File: src/rtl/reg_file_sb.sv
// Parametrised register file: two registered read ports, one write port and a
// per-register busy scoreboard. Optional same-cycle write bypass: REGFILE_BYPASS_EN.
module reg_file_sb #(
    parameter int unsigned WIDTH   = 16,
    parameter int unsigned DEPTH   = 16,
    parameter int unsigned AW      = 4,
    parameter bit          ZERO_R0 = 1'b0
) (
    input  logic             clk,
    input  logic             clear,
    input  logic [AW-1:0]    Aaddr,
    input  logic [AW-1:0]    Baddr,
    output logic [WIDTH-1:0] A,
    output logic [WIDTH-1:0] B,
    output logic             A_busy,
    output logic             B_busy,
    input  logic [AW-1:0]    Caddr,
    input  logic [WIDTH-1:0] C,
    input  logic             load,
    input  logic             rsv,
    input  logic [AW-1:0]    rsv_addr,
    output logic [AW:0]      busy_cnt
);

    localparam int unsigned CW = AW + 1;

    logic [WIDTH-1:0] mem_q [DEPTH];
    logic [WIDTH-1:0] mem_d [DEPTH];
    logic [DEPTH-1:0] busy_q, busy_d;
    logic [CW-1:0]    cnt_q, cnt_d;
    logic [WIDTH-1:0] a_q, a_d, b_q, b_d;
    logic             a_busy_q, a_busy_d, b_busy_q, b_busy_d;

    logic wr_en, rs_en, cnt_inc, cnt_dec;

    // Storage, scoreboard and read-port next state
    always_comb begin
        wr_en   = load && !(ZERO_R0 && (Caddr == AW'(0)));
        rs_en   = rsv && !(ZERO_R0 && (rsv_addr == AW'(0)));

        mem_d = mem_q;
        if (wr_en) mem_d[Caddr] = C;

        // Reserve is applied after release so a same-address pair leaves the register busy
        busy_d = busy_q;
        if (wr_en) busy_d[Caddr]    = 1'b0;
        if (rs_en) busy_d[rsv_addr] = 1'b1;

        cnt_inc = rs_en && !busy_q[rsv_addr];
        cnt_dec = wr_en && busy_q[Caddr] && !(rs_en && (rsv_addr == Caddr));
        cnt_d   = cnt_q + CW'(cnt_inc) - CW'(cnt_dec);

`ifdef REGFILE_BYPASS_EN
        a_d      = (wr_en && (Aaddr == Caddr)) ? C : mem_q[Aaddr];
        b_d      = (wr_en && (Baddr == Caddr)) ? C : mem_q[Baddr];
        a_busy_d = busy_d[Aaddr];
        b_busy_d = busy_d[Baddr];
`else
        a_d      = mem_q[Aaddr];
        b_d      = mem_q[Baddr];
        a_busy_d = busy_q[Aaddr];
        b_busy_d = busy_q[Baddr];
`endif
    end

    always_ff @(posedge clk) begin
        if (clear) begin
            for (int i = 0; i < int'(DEPTH); i++) mem_q[i] <= '0;
            busy_q   <= '0;
            cnt_q    <= '0;
            a_q      <= '0;
            b_q      <= '0;
            a_busy_q <= 1'b0;
            b_busy_q <= 1'b0;
        end else begin
            mem_q    <= mem_d;
            busy_q   <= busy_d;
            cnt_q    <= cnt_d;
            a_q      <= a_d;
            b_q      <= b_d;
            a_busy_q <= a_busy_d;
            b_busy_q <= b_busy_d;
        end
    end

    assign A        = a_q;
    assign B        = b_q;
    assign A_busy   = a_busy_q;
    assign B_busy   = b_busy_q;
    assign busy_cnt = cnt_q;

endmodule

File: config.mk
export PLATFORM = sky130hd
export DESIGN_NAME = reg_file_sb
export DESIGN_NICKNAME = d
export VERILOG_FILES = /design/src/rtl/reg_file_sb.sv
export SDC_FILE = /design/constraint.sdc
export NUM_CORES = 1
export LEC_CHECK = 0
export BUFFER_PORTS_ARGS = -buffer_cell sky130_fd_sc_hd__buf_2
export CAP_MARGIN = 10
export CORE_UTILIZATION = 55
export CTS_CLUSTER_DIAMETER = 30
export CTS_CLUSTER_SIZE = 16
export DETAILED_ROUTE_END_ITERATION = 8
export HOLD_SLACK_MARGIN = 0.06
export PLACE_DENSITY_LB_ADDON = 0.3
export SLEW_MARGIN = 30
export SYNTH_ARGS = -nofsm -noshare
export SYNTH_HDL_FRONTEND = slang
export SYNTH_SLANG_ARGS = --single-unit
export TNS_END_PERCENT = 1
File: constraint.sdc
create_clock -name clk -period 3.4 [get_ports clk]
set_input_delay 0.17 -clock clk [delete_from_list [all_inputs] [get_ports clk]]
set_output_delay 0.17 -clock clk [all_outputs]
set_load 0.02 [all_outputs]
After elaboration in Yosys (flattened, before gate mapping). Cells that the tools add are included.

Bits in latches: 0. Memories kept: 0. Output and inout port bits: 39. Bits of input ports: 36. Word-level logic and storage cells: 73. Bits in writable memories: 0. Flip-flop bits (word level): 311. Memory bits (read-only): 0.

Equality and inequality tests: 1. Add/sub/neg operators: 2. Bitwise logic cells: 6. Shift-type cells: 0. Magnitude comparators: 10. Muxes and demuxes: 23. Reduce and logical (&&, ||, !) cells: 9. Multiply operators: 0. Div/mod/pow operators: 0.

Operators by type and width (count): $bwmux 256 (1); $bmux 16 s4 (2); $mux 16 (7); $demux 16 s4 (1); $lt 4x5->1 const B (4); $and 16x16->16 (1); $bmux 1 s4 (4); $not 16->16 (1); $or 16x16->16 (1); $ge 5x5->1 const B (3); $not 4->5 (3); $demux 1 s4 (2); $ge 4x1->1 const B (2); $logic_and 1x1->1 (7); $mux 1 (6); $add 5x1->5 (1); $lt 5x1->1 const B (1); $sub 5x1->5 (1); $eq 4x4->1 (1); $logic_not 1->1 (2).

Logic depth before layout (Yosys ltp).
Word-level depth: 9. Mapped depth: 14. Mapped depth without buffers: 12.

Worst setup path after synthesis. No wires, ideal clock.

Path type: input port to flip-flop. Start point: input rsv_addr[0]. End point: register cnt_q[4], in the netlist busy_cnt[4]. Data arrival time: 2.731 ns. Path buffers: 1. Data required time: 3.272 ns. Library setup time: 0.128 ns. Path slack: 0.542 ns. Stages: 12. Path through: clkbuf_1 > mux4_2 > a22oi_1 > nand4_1 > ha_1 > inv_1 > ha_1 > fa_1 > a21o_1 > a21oi_1 > xnor2_1 > nor2_1.

Longest elaborated chain between the ends: 6. Elaborated cells on any way between the ends: 10. Those cells by class: add/sub: 2; eq/ne: 1; mux: 2; reduce/logical: 5.

RTL lines: start: declaration (line 21) `input logic [AW-1:0] rsv_addr,`; $bmux 1 s4 (line 49) `cnt_inc = rs_en && !busy_q[rsv_addr];`; $mux 1 (implied by the code) (line 49); $logic_not 1->1 (line 49); $logic_and 1x1->1 (line 49); $add 5x1->5 (line 51) `cnt_d = cnt_q + CW'(cnt_inc) - CW'(cnt_dec);`; $sub 5x1->5 * (line 51); end signal: assignment (line 78) `cnt_q <= cnt_d;`; end: declaration (line 30) `logic [CW-1:0] cnt_q, cnt_d;`.

Mark *: on every way between the ends. The rest lies on a longest branch, timed or not. The select of a mux whose other input is x is not followed. A chain may end at the register's enable or synchronous reset.

Worst setup path after layout.
Start point: register busy_q[1]. End point: register cnt_q[4], in the netlist busy_cnt[4].

Longest elaborated chain between the ends: 6. Elaborated cells on any way between the ends: 10. Those cells by class: add/sub: 2; mux: 4; reduce/logical: 4.

RTL lines: start: declaration (line 29) `logic [DEPTH-1:0] busy_q, busy_d;`; start signal: assignment (line 77) `busy_q <= busy_d;`; $bmux 1 s4 (line 49); $mux 1 (implied by the code) (line 49); $logic_not 1->1 (line 49); $logic_and 1x1->1 (line 49); $add 5x1->5 (line 51); $sub 5x1->5 * (line 51).

Marks and branches as above.

==> impl_results.md <==
- Sink Count: approximately 310
- Antenna violations before repair: 1
- Hold Path End: B[10]
- Number of CTS-inserted buffers: just under 60
- # port buffers: 74
- Clk pwr share: 0.581
- CP peak stage delay: about 0.48 ns
- Synth Flop Type: dfxtp_1
- Fillers: approximately 2100
- Net Sw Frac: 0.240
- P&R area growth vs syn: 18.6%
- Worst path cell trace: mux4_2 -> mux2i_1 -> mux2i_1 -> and3_1 -> ha_1 -> inv_1 -> ha_1 -> fa_1 -> a21o_1 -> a21oi_1 -> xnor2_1 -> nor2_1
- Worst VDD drop: 0.000364 V
- Vias in the first global route: approximately 13000
- Vias per inst: 6.27
- Worst hold stages: 5
- Measured slew at the worst slew-check pin: 1.05 ns
- Final Cycle Share: 0.858
- Grt total ovfl: 0
- Combinational share of power: 0.071
- CP Launch Type: register
- Reg2Reg Capture Point: busy_cnt[4]
- Syn Nets: approximately 1700
- Net count, final: ~1700
- Commonest non-fill, non-tap cell in the layout: nand2_1
- I/O Pins: 75
- Routed wire per std cell: 22.2 um
- Placed Cells: approximately 1900
- Unrepaired setup endpoints after global routing: no
- Max-slew headroom: 0.300
- Crit path DAT: 3.35 ns
- First-pass GRT wire length: about 70 mm
- CTS tree: yes
- Setup TNS: 0 ns
- Post-Layout Cell Count: slightly above 2000
- Via count: 12778
- Slowest-stage cell, CP: mux4_2
- Worst Hold Class: input pin to register
- Worst Setup End Kind: register
- Clock slew at reported path FFs: 0.06 ns
- Pwr Density: approximately 600 mW/mm^2
- DRT Pass-1 Iters: 5
- R2r worst-path depth: 12
- Run status: completed
- Achievable Freq: approximately 340 MHz
- Die X: approximately 170 um
- WP data required: 3.83 ns
- Worst hold margin: roughly 0.14 ns
- Post-Syn Area per Cell: 9.33 sq um
- Unique masters post-synth: 39
- CTS Root Cell: clkbuf_16
- DP HPWL: 27.3 mm
- Post-Syn Instances: roughly 1600
- Critical Path Fanout Max: 5
- Max Cap Violations: 0
- Post-DRT Antenna Nets: 0
- Footprint of the multi-input gates: slightly above 0.008 sq mm
- Worst reg2reg setup slack: between 0.4 and 0.5 ns
- Pint: about 8.2 mW
- Final Hold Viols: 0
- Warnings, synthesis: 0
- Post-CTS Setup Repair Bufs: 0
- Clock H-tree levels: 2
- DRC viols: 0
- Die Y: about 170 um
- Final Max Tran Viols: 0
- EDFF count, synth: 0
- DR iter-0 viols: between 1000 and 1500
- Initial Util: 0.560
- Post-synthesis async set-or-reset flop share: 0
- Crit path time final: 2.92 ns
- Commonest cells after routing, fill and taps aside: nand2_1, dfxtp_1, a21oi_1, mux4_2, mux2i_1
- Fraction of layout cells with a size suffix above 1: 0.217
- Mapped cell area: about 0.015 sq mm
- Total Routing Usage GR: 0.323
- Final setup vio count: 0
- Synthesized flop and latch total: 311
- Worst skew pair latency: 0.58 ns
- Static Leak: between 6 and 7 nW
- Seq. cell area: 0.00623 sq mm
- Worst Skew: about 0.024 ns
- Net switching power: approximately 2.6 mW
- Hold Path Origin: Baddr[2]
- Largest net degree at the start of global routing: roughly 230
- Post-cts resize count: 0
- Core Box Area: 0.0270 sq mm
- Sequential power share: 0.349
- Site row count: 60
- FF-to-FF Start: busy_q[1]
- Max clock buf depth: 3
- Crit Path Class: register to register
- GP Congestion: 0.890
- Post-synthesis sequential area ratio: 0.412
- Drt total wl: approximately 45 mm
- DIE AREA: ~0.028 sq mm
state kept, by name, indices dropped and copies added (netlist names):
register,cells
B_busy,1
mem_q,256
busy_cnt,5
B,16
A,16
busy_q,16
A_busy,1
cells by family after synthesis:
logic type | synth area share
flops | 0.412
compound gates | 0.110
xor+xnor | 0.00464
fa+ha+maj | 0.00547
mux | 0.262
buf+inv | 0.0468
simple gates | 0.159
per-layer routing:
layer  vias up  routed length [um]  track usage
li1       5745                   -            -
met1      6175               17400        0.407
met2       709               21900        0.533
met3       149                4310       0.0676
met4         0                1600        0.151
met5         -                   0            0
final cells by class:
cell class / instances / share of cell area
clock buffer: 66 / 0.0878
timing repair buffer: 125 / 0.0505
antenna: 1 / 0.000140
clock inverter: 44 / 0.0326
multi-input combinational: 1143 / 0.456
sequential: 311 / 0.348
inverter: 6 / 0.00126
tap: 341 / 0.0238
cells in the mapped netlist, types with 2 or more instances:
library cell    n  area (sq um)
nor2b_1         6          37.5
nor2_4          2          22.5
clkbuf_1       94           353
nand3_1         7          35.0
xnor2_1         3          26.3
or2_2           2          12.5
inv_1           6          22.5
mux2i_1        73           731
a21oi_1       259          1300
a22oi_1        13          97.6
nand3b_1        2          15.0
nor2_1         32           120
and3_1          3          18.8
nand2_1       528          1980
dfxtp_1       311          6230
mux4_2        143          3220
buf_2          43           215
xor2_1          5          43.8
a32oi_1         4          35.0
o22ai_1        33           206
and3b_1         3          26.3
ha_1            5          62.6
buf_4           8          60.1
nor3_2          3          30.0
a21o_1          2          15.0
buf_1          12          45.0
nand2b_1        4          25.0
worst max-delay path by stage:
stage          slack [ns]   startpoint  depth (start not counted)     endpoint
2_1_floorplan        0.54  rsv_addr[0]                         12  busy_cnt[4]
3_3_place_gp         0.41     Caddr[0]                         13  busy_cnt[4]
3_5_place_dp         0.35     Caddr[0]                         13  busy_cnt[4]
4_1_cts              0.51    busy_q[1]                         12  busy_cnt[4]
5_1_grt              0.39    busy_q[1]                         12  busy_cnt[4]
6_report             0.48    busy_q[1]                         12  busy_cnt[4]
worst max-delay path: cells and delay by family, from the launching register on:
kind | cells | cell delay [ns]
adder cells (fa/ha/maj) | 3 | 0.90
multiplexers | 3 | 0.76
flip-flops | 1 | 0.35
AO/OA/AOI/OAI | 2 | 0.33
AND/OR/NAND/NOR | 2 | 0.24
XOR/XNOR | 1 | 0.14
buffers and inverters | 1 | 0.04
power groups by stage:
stage | sequential [mW] | clock, mW | combinational [mW]
after floorplan | 3.84 | 0 | 0.516
after global placement | 3.83 | 0 | 0.711
after detailed placement | 3.83 | 0 | 0.722
after CTS | 3.76 | 6.27 | 0.745
after global routing | 3.76 | 6.47 | 0.803
final | 3.76 | 6.26 | 0.760
per-stage QoR:
step | total power, mW | utilization | area, sq um | setup WS, ns
2_1_floorplan | 4.36 | - | 15100 | 0.542
3_3_place_gp | 4.54 | 0.576 | 15500 | 0.407
3_5_place_dp | 4.55 | 0.576 | 15500 | 0.349
4_1_cts | 10.8 | 0.663 | 17900 | 0.514
5_1_grt | 11.0 | 0.665 | 17900 | 0.387
6_report | 10.8 | 0.665 | 17900 | 0.483
what timing repair did:
action,in CTS,in global routing
hold buffers,21,0
endpoints found under the hold margin,259,0
setup endpoints to repair,0,0
No activity file was read; power rests on OpenSTA's default activity.
